[config.mk]
export PLATFORM = sky130hd
export DESIGN_NAME = dvs_ravens_rr_arbiter
export DESIGN_NICKNAME = d
export VERILOG_FILES = /design/src/rtl/dvs_ravens_pkg.sv /design/src/rtl/dvs_ravens_prio_enc.sv /design/src/rtl/dvs_ravens_rr_arbiter.sv
export SDC_FILE = /design/constraint.sdc
export NUM_CORES = 1
export LEC_CHECK = 0
export CAP_MARGIN = 20
export CORE_MARGIN = 5
export CORE_UTILIZATION = 40
export CTS_BUF_LIST = sky130_fd_sc_hd__clkbuf_4
export CTS_CLUSTER_DIAMETER = 150
export DETAILED_ROUTE_END_ITERATION = 8
export SYNTH_ARGS = -nofsm -noshare
export SYNTH_HDL_FRONTEND = slang
export SYNTH_SLANG_ARGS = --single-unit
[constraint.sdc]
create_clock -name clk -period 2.7 [get_ports clk]
set_input_delay 0.675 -clock clk [delete_from_list [all_inputs] [get_ports clk]]
set_output_delay 0.675 -clock clk [all_outputs]
set_load 0.005 [all_outputs]
[src/rtl/dvs_ravens_pkg.sv]
// Shared types and limits for the RAVENS-side bus infrastructure.
// The bus arbiter imports these types and limits.
package dvs_ravens_pkg;

    typedef enum logic {ARB_FIXED, ARB_RR} arb_mode_e;
    typedef enum logic {ARB_IDLE, ARB_OWNED} arb_state_e;

    localparam int ARB_MAX_REQ = 16;

    // Index width for an n-entry requester vector; never narrower than one bit.
    function automatic int arb_idx_w(input int n);
        return (n > 1) ? $clog2(n) : 1;
    endfunction

endpackage

[src/rtl/dvs_ravens_prio_enc.sv]
// Rotating, maskable priority encoder: the first set bit of (vec & ~excl),
// searching upward from start and wrapping from N-1 back to 0.
module dvs_ravens_prio_enc #(
    parameter int N  = 4,
    parameter int IW = 2
) (
    input  logic [N-1:0]  vec,
    input  logic [IW-1:0] start,
    input  logic [N-1:0]  excl,
    output logic          found,
    output logic [N-1:0]  onehot,
    output logic [IW-1:0] idx
);

    logic [N-1:0] masked;

    assign masked = vec & ~excl;

    always_comb begin
        int j;
        found  = 1'b0;
        onehot = '0;
        idx    = '0;
        j      = 0;
        for (int k = 0; k < N; k++) begin
            j = int'(start) + k;
            if (j >= N) begin
                j = j - N;
            end
            if (!found && masked[j]) begin
                found     = 1'b1;
                onehot[j] = 1'b1;
                idx       = IW'(j);
            end
        end
    end

endmodule

[src/rtl/dvs_ravens_rr_arbiter.sv]
// N-master bus arbiter for the RAVENS-side bus: fixed or rotating priority,
// registered one-hot grant held per transaction, optional hold timeout.
//
//   state     | meaning
//   ----------+---------------------------------------------------------
//   ARB_IDLE  | no owner; any request is granted at the next edge
//   ARB_OWNED | one grant bit set; held until release or hold timeout
module dvs_ravens_rr_arbiter
    import dvs_ravens_pkg::*;
#(
    parameter int        NUM_REQ  = 4,
    parameter arb_mode_e ARB_MODE = ARB_RR,
    parameter int        MAX_HOLD = 0,
    localparam int       IDX_W    = $clog2(NUM_REQ)
) (
    input  logic               clk,
    input  logic               rst_n,
    input  logic [NUM_REQ-1:0] req,
    output logic [NUM_REQ-1:0] grant,
    output logic               grant_valid,
    output logic [IDX_W-1:0]   grant_idx,
    output logic               preempt
);

    arb_state_e         state;
    arb_state_e         state_nxt;
    logic [NUM_REQ-1:0] grant_nxt;
    logic [IDX_W-1:0]   idx_nxt;
    logic               preempt_nxt;
    logic               new_grant;

    logic [IDX_W-1:0]   rr_ptr;
    logic [IDX_W-1:0]   rr_ptr_nxt;
    logic [IDX_W-1:0]   search_start;
    logic [NUM_REQ-1:0] excl;

    logic               win_found;
    logic [NUM_REQ-1:0] win_onehot;
    logic [IDX_W-1:0]   win_idx;

    logic               owner_req;
    logic               other_pending;
    logic               hold_expired;

    assign owner_req     = |(req & grant);
    assign other_pending = |(req & ~grant);

    // Only a timed-out owner is masked; a releasing owner has req low anyway.
    assign excl         = (state == ARB_OWNED && hold_expired) ? grant : '0;
    assign search_start = (ARB_MODE == ARB_RR) ? rr_ptr : '0;
    assign rr_ptr_nxt   = (win_idx == IDX_W'(NUM_REQ - 1)) ? '0 : win_idx + IDX_W'(1);

    dvs_ravens_prio_enc #(
        .N  (NUM_REQ),
        .IW (IDX_W)
    ) u_prio_enc (
        .vec    (req),
        .start  (search_start),
        .excl   (excl),
        .found  (win_found),
        .onehot (win_onehot),
        .idx    (win_idx)
    );

    always_comb begin
        state_nxt   = state;
        grant_nxt   = grant;
        idx_nxt     = grant_idx;
        preempt_nxt = 1'b0;
        new_grant   = 1'b0;

        case (state)
            ARB_IDLE: begin
                if (win_found) begin
                    new_grant = 1'b1;
                end
            end
            ARB_OWNED: begin
                // Release wins over timeout when both land on the same edge.
                if (!owner_req) begin
                    if (win_found) begin
                        new_grant = 1'b1;
                    end else begin
                        state_nxt = ARB_IDLE;
                        grant_nxt = '0;
                        idx_nxt   = '0;
                    end
                end else if (hold_expired && other_pending) begin
                    new_grant   = 1'b1;
                    preempt_nxt = 1'b1;
                end
            end
            default: begin
                state_nxt = ARB_IDLE;
                grant_nxt = '0;
                idx_nxt   = '0;
            end
        endcase

        if (new_grant) begin
            state_nxt = ARB_OWNED;
            grant_nxt = win_onehot;
            idx_nxt   = win_idx;
        end
    end

    always_ff @(posedge clk or negedge rst_n) begin
        if (!rst_n) begin
            state       <= ARB_IDLE;
            grant       <= '0;
            grant_valid <= 1'b0;
            grant_idx   <= '0;
            preempt     <= 1'b0;
        end else begin
            state       <= state_nxt;
            grant       <= grant_nxt;
            grant_valid <= |grant_nxt;
            grant_idx   <= idx_nxt;
            preempt     <= preempt_nxt;
        end
    end

    always_ff @(posedge clk or negedge rst_n) begin
        if (!rst_n) begin
            rr_ptr <= '0;
        end else if (new_grant) begin
            rr_ptr <= rr_ptr_nxt;
        end
    end

    generate
        if (MAX_HOLD > 0) begin : g_hold
            localparam int HOLD_W = $clog2(MAX_HOLD + 1);

            logic [HOLD_W-1:0] hold_cnt;

            assign hold_expired = (hold_cnt == HOLD_W'(MAX_HOLD - 1));

            // Saturates at MAX_HOLD-1 so a lone owner keeps its grant indefinitely.
            always_ff @(posedge clk or negedge rst_n) begin
                if (!rst_n) begin
                    hold_cnt <= '0;
                end else if (new_grant) begin
                    hold_cnt <= '0;
                end else if (state == ARB_OWNED && !hold_expired) begin
                    hold_cnt <= hold_cnt + HOLD_W'(1);
                end
            end
        end else begin : g_no_hold
            assign hold_expired = 1'b0;
        end
    endgenerate

endmodule
# Word-level counts from Yosys, hierarchy flattened
# Index checks and enable logic that the tools add are counted.
[word_totals] regBits=10 latchBits=0 ram_bits=0 romBits=0 output_inout_bits=8 wordCells=98 n_memories=0
[classes] n_addsub=8 mul=0 div_mod_pow=0 n_lt_le_gt_ge=12 n_eq_ne=3 shifts=0 mux=51 n_bitwise=5 reduce_logical=14
[op_table] cell="$ge 32x1->1 const B" n=4
[op_table] cell="$lt 32x4->1 const B" n=4
[op_table] cell="$mux 32" n=4
[op_table] cell="$ge 32x4->1 const B" n=3
[op_table] cell="$sub 32x4->32 const B" n=3
[op_table] cell="$mux 4" n=8
[op_table] cell="$mux 1" n=21
[op_table] cell="$mux 2" n=9
[op_table] cell="$or 4x4->4" n=3
[op_table] cell="$bmux 1 s2" n=4
[op_table] cell="$demux 1 s2" n=4
[op_table] cell="$reduce_or 4->1" n=2
[op_table] cell="$logic_and 1x1->1" n=7
[op_table] cell="$add 2x2->3 const B" n=2
[op_table] cell="$and 4x4->4" n=1
[op_table] cell="$ne 2x2->1 const B" n=2
[op_table] cell="$sub 2x3->4 const B" n=1
[op_table] cell="$add 2x1->3 const B" n=1
[op_table] cell="$ge 2x3->1 const B" n=1
[op_table] cell="$logic_not 1->1" n=3
[op_table] cell="$reduce_and 3->1" n=1
[op_table] cell="$add 2x1->2 const B" n=1
[op_table] cell="$eq 2x2->1 const B" n=1
[op_table] cell="$pmux 1 s2" n=1
[op_table] cell="other kinds (2)" n=2

# Longest topological paths before layout
[logic_depth] word_depth=20 depth_mapped=10 ltp_nobuf=8

# By module
# From an unflattened synthesis, not the netlist that was laid out.
[hier_totals] cells_unflattened=110 area_unflattened_um2=1069.8
[modules_own_cells] mod="dvs_ravens_rr_arbiter" instances=1 cells_per_inst=46 area_each_um2=538.0
[modules_own_cells] mod="dvs_ravens_prio_enc" instances=1 cells_per_inst=64 area_each_um2=531.8

# Worst setup path before layout
# OpenSTA, ideal clock, no wires.
[synth_path] path_kind="register to register" start="register rr_ptr[1]" end="register grant_valid" setup_time_ps=139 arrival_time_ps=2205 required_ps=2561 setup_slack_ps=356 path_stages_with_launch=11 period_less_slack_ps=2344 path_cell_list="dfrtp_1 buf_4 inv_1 ha_1 buf_2 inv_1 and2_4 o21ai_2 a311o_2 nand3_2 or4_1"
[synth_between] elab_chain_cells=20 elab_cells_between_ends=72 classes_between="add/sub (7); order compare (12); mux (39); bitwise (3); reduce/logical (11)"
[synth_lines] item="start, declared" line_no="dvs_ravens_rr_arbiter.sv:32" text="logic [IDX_W-1:0] rr_ptr;"
[synth_lines] item="start signal, assigned" line_no="dvs_ravens_rr_arbiter.sv:127" text="rr_ptr <= rr_ptr_nxt;"
[synth_lines] item="parallel branches: the longest is 18 deep, another holds $sub 32x4->32"
[synth_lines] item="$mux 4 *" line_no="dvs_ravens_rr_arbiter.sv:100" text="if (new_grant) begin"
[synth_lines] item="named net grant_nxt[2]" line_no="dvs_ravens_rr_arbiter.sv:27" text="logic [NUM_REQ-1:0] grant_nxt;"
[synth_lines] item="$reduce_or 4->1 *" line_no="dvs_ravens_rr_arbiter.sv:117" text="grant_valid <= |grant_nxt;"
[synth_lines] item="end signal, assigned" line_no="dvs_ravens_rr_arbiter.sv:117"
[synth_lines] item="end, declared" line_no="dvs_ravens_rr_arbiter.sv:20" text="output logic grant_valid,"
# Mark *: on every way through the listed nets, which the timed path passes. The select of a mux whose other input is x is not followed.
# A chain may end at the register's enable or synchronous reset.

# Worst setup path after layout
[layout_path] start="input req[3]" end="register grant_valid"
[layout_between] elab_chain_cells=18 elab_cells_between_ends=39 classes_between="mux (27); bitwise (4); reduce/logical (8)"
[layout_lines] item="start, declared" line_no="dvs_ravens_rr_arbiter.sv:18" text="input logic [NUM_REQ-1:0] req,"
[layout_lines] item="$bmux 1 s2" line_no="dvs_ravens_prio_enc.sv:30" text="if (!found && masked[j]) begin"
[layout_lines] item="$mux 1 (implied by the code) (2 in a row)" line_no="dvs_ravens_prio_enc.sv:30"
[layout_lines] item="$mux 1" line_no="dvs_ravens_prio_enc.sv:30"
[layout_lines] item="$logic_not 1->1" line_no="dvs_ravens_prio_enc.sv:30"
[layout_lines] item="$logic_and 1x1->1" line_no="dvs_ravens_prio_enc.sv:30"
[layout_lines] item="$mux 1" line_no="dvs_ravens_prio_enc.sv:30"
[layout_lines] item="$logic_not 1->1" line_no="dvs_ravens_prio_enc.sv:30"
[layout_lines] item="$logic_and 1x1->1" line_no="dvs_ravens_prio_enc.sv:30"
[layout_lines] item="[2 not listed]"
[layout_lines] item="$logic_and 1x1->1" line_no="dvs_ravens_prio_enc.sv:30"
[layout_lines] item="$mux 1" line_no="dvs_ravens_prio_enc.sv:30"
[layout_lines] item="$mux 1 / $mux 4 (equally long branches)" line_no="dvs_ravens_rr_arbiter.sv:74, dvs_ravens_rr_arbiter.sv:81"
[layout_lines] item="$mux 1 / $mux 4 (equally long branches)" line_no="dvs_ravens_rr_arbiter.sv:80" text="if (!owner_req) begin"
[layout_lines] item="$pmux 1 s2 / $mux 4 (equally long branches)" line_no="dvs_ravens_rr_arbiter.sv:72" text="case (state)"
[layout_lines] item="$mux 4 *" line_no="dvs_ravens_rr_arbiter.sv:100"
[layout_lines] item="named net grant_nxt[1]" line_no="dvs_ravens_rr_arbiter.sv:27"
[layout_lines] item="$reduce_or 4->1 *" line_no="dvs_ravens_rr_arbiter.sv:117"
# The timed path passes the listed nets; every way through them passes the cells marked *. The select of a mux whose other input is x is not followed.

==> run metrics <==
Post-Synthesis Net Count 138; Worst Hold Class reg2reg; Async SR Flop Fraction 100%; Final Cell Area between 0.001 and 0.0015 mm²; hold path startpoint grant_idx[1]; Yosys Warn Count 0; Peak VDD IR 621 µV; die area roughly 0.0038 mm²; drt total wl between 2000 and 3000 µm; CP Launch Type primary input; Vias per Instance just under 6; syn avg cell area 8.48 µm²; number of flops mapped to enable cells by yosys 0; global-route wire length before repair between 4000 and 5000 µm; Setup Skew about 0.004 ns; TNS Setup 0 ns; 1st-pass router iterations 4; P per Cell Area about 1200 mW/mm²; CP Data Required Time 2.82 ns; R2R setup slack between 0.2 and 0.3 ns; DR iter-0 viols 57; I/O Buffers 12; endpoint class of the critical path register; wire length per cell about 15 µm; Post-Syn Area approximately 0.0011 mm²; clk buf depth 2; Pins Over Slew Limit 0; initial core utilization between 40% and 50%; FF+latch count, synth 10; total CTS buffers 3; Synth-to-Final Area Change 24.2%; Syn Inst Count approximately 120; P_leak 0.000595 µW; Clock transition at path regs around 0.06 ns; synth cell count leaders nand2_1 (11), dfrtp_1 (10), nor2_1 (10), ha_1 (8), nand3_1 (8); I/O pin total 14; data arrival time of the worst path approximately 2.7 ns; sequential element share of the synthesized area a little under a quarter; total of fill cells in the finished design approximately 230; # H-tree levels 1; most common cell in the netlist nand2_1; HPWL after detailed placement 2100 µm; Synth cell types 43; Die X approximately 61 µm; vias in the first global route 992; final setup fails 0; Worst Path Max Fanout 8; Core Box Area ~0.0025 mm²; clk root buf clkbuf_4; crit path time final ~2.5 ns; Placement Cell Area 0.00128 mm²; initial antenna violation count 0; gpl congestion 0.886; GR Util All Layers about 16%; Synth top area share between 20% and 30%; # Post-CTS Setup Buffers 0; Die Ht 61.3 µm; outcome complete, no violations; Hold Crit Depth 2; reg2reg end grant_valid; DR vias a little over 1k; reg2reg start rr_ptr[1]; Total Nets Final ~160; share of cells above drive strength 1 a little under a quarter; unrepaired setup endpoints after global routing false; main flop type after synthesis dfrtp_1; largest net degree at the start of global routing 22; Final Hold Vio Count 0; Register-to-Register Path Depth 8; CTS Hold Bufs 0; Clk Latency, worst-skew pair ~0.25 ns; Tcrit/Tclk final between 90 and 100%; gr ovfl total 0; clk sinks 10; Peak Freq 0.396 GHz; Synth area leader dfrtp_1; Diodes inserted 0; Antenna Nets Post-Route 0; WHS Endpoint grant_idx[1]; TritonCTS clock tree done; MaxCap Viol Count 0; number of placement rows 18; synth top area cells dfrtp_1 (24%), ha_1 (9.5%), mux2i_1 (4.8%), nand2_1 (3.9%), nand3_1 (3.8%); DRC viols 0; critical path class in2reg
worst max-delay path: stages:
cell and delay, ns:
clkdlybuf4s50_1 0.54, mux2_4 0.33, and2_4 0.18, o21ai_1 0.13, a311o_2 0.21, nand3_2 0.07, or4_1 0.51
how the worst max path moves through the flow:
stage	slack, ns	cells after the start	end	startpoint
global route	0.0003	8	grant_valid	req[2]
detailed placement	-0.12	7	grant_valid	req[0]
floorplan	0.36	10	grant_valid	rr_ptr[1]
finish	0.17	7	grant_valid	req[3]
CTS	0.15	7	grant_valid	req[0]
global placement	-0.10	7	grant_valid	req[0]
kinds of logic after synthesis:
logic type,share of synthesized area (%)
muxes,8.69
xor gates and xnor gates,0.833
other,0.357
buffers and inverters,7.14
adders and majority gates,9.52
AOI/OAI and AO/OA,26.8
DFF,23.8
and+or+nand+nor,22.9
through the flow:
step | worst slack (ns) | instances | util, % | hold slack (ns) | total power (µW)
6_report | 0.172 | 177 | 52.2 | 0.485 | 1530
3_3_place_gp | -0.105 | 174 | 51.2 | 0.470 | 1400
2_1_floorplan | 0.356 | 124 | - | 0.379 | 1050
3_5_place_dp | -0.118 | 174 | 51.2 | 0.481 | 1420
5_1_grt | 0.000318 | 177 | 52.2 | 0.532 | 1670
4_1_cts | 0.148 | 177 | 52.1 | 0.496 | 1520
report_power, final:
group / switching [µW] / internal (µW)
logic: 618 / 548
clock network: 44.9 / 51.2
registers: 45.6 / 218
state kept, by name (all words and copies together) (netlist names), named ones only:
signal	flops
state	1
grant	4
grant_valid	1
rr_ptr	1
grant_idx	2
metal layers:
metal / global-route usage (%) / vias to the layer above / routed length [µm]
met4: 4.33 / 0 / 0
li1: - / 500 / -
met3: 0.839 / 0 / 126
met1: 23.9 / 490 / 1280
met2: 25.7 / 30 / 1300
met5: 0 / - / 0
cells in the final DEF, fill, tap and decap left out, types with 3 or more instances in the layout:
master / instances
o211ai_1: 4
a21oi_1: 4
clkbuf_4: 3
mux2i_1: 5
clkdlybuf4s50_1: 11
nor2_1: 10
nand2_1: 11
dfrtp_1: 10
o21ai_0: 7
nand2b_1: 4
o21ai_1: 3
nand3_1: 8
inv_1: 5
buf_4: 17
ha_1: 8
what timing repair did:
item,in CTS,in global routing
setup endpoints to repair,0,1
hold endpoints to repair,0,0
resized for setup,0,1
final cells by class:
type                    count  area [µm²]  share of cell area (%)
clock buffers               3        22.5                    1.73
repair buffers             29         250                    19.2
well taps                  30        37.5                    2.88
inverters                   5        18.8                    1.44
flip-flops and latches     10         250                    19.2
multi-input cells         100         726                    55.6
Note: power is estimated with default switching activity, not from simulation.
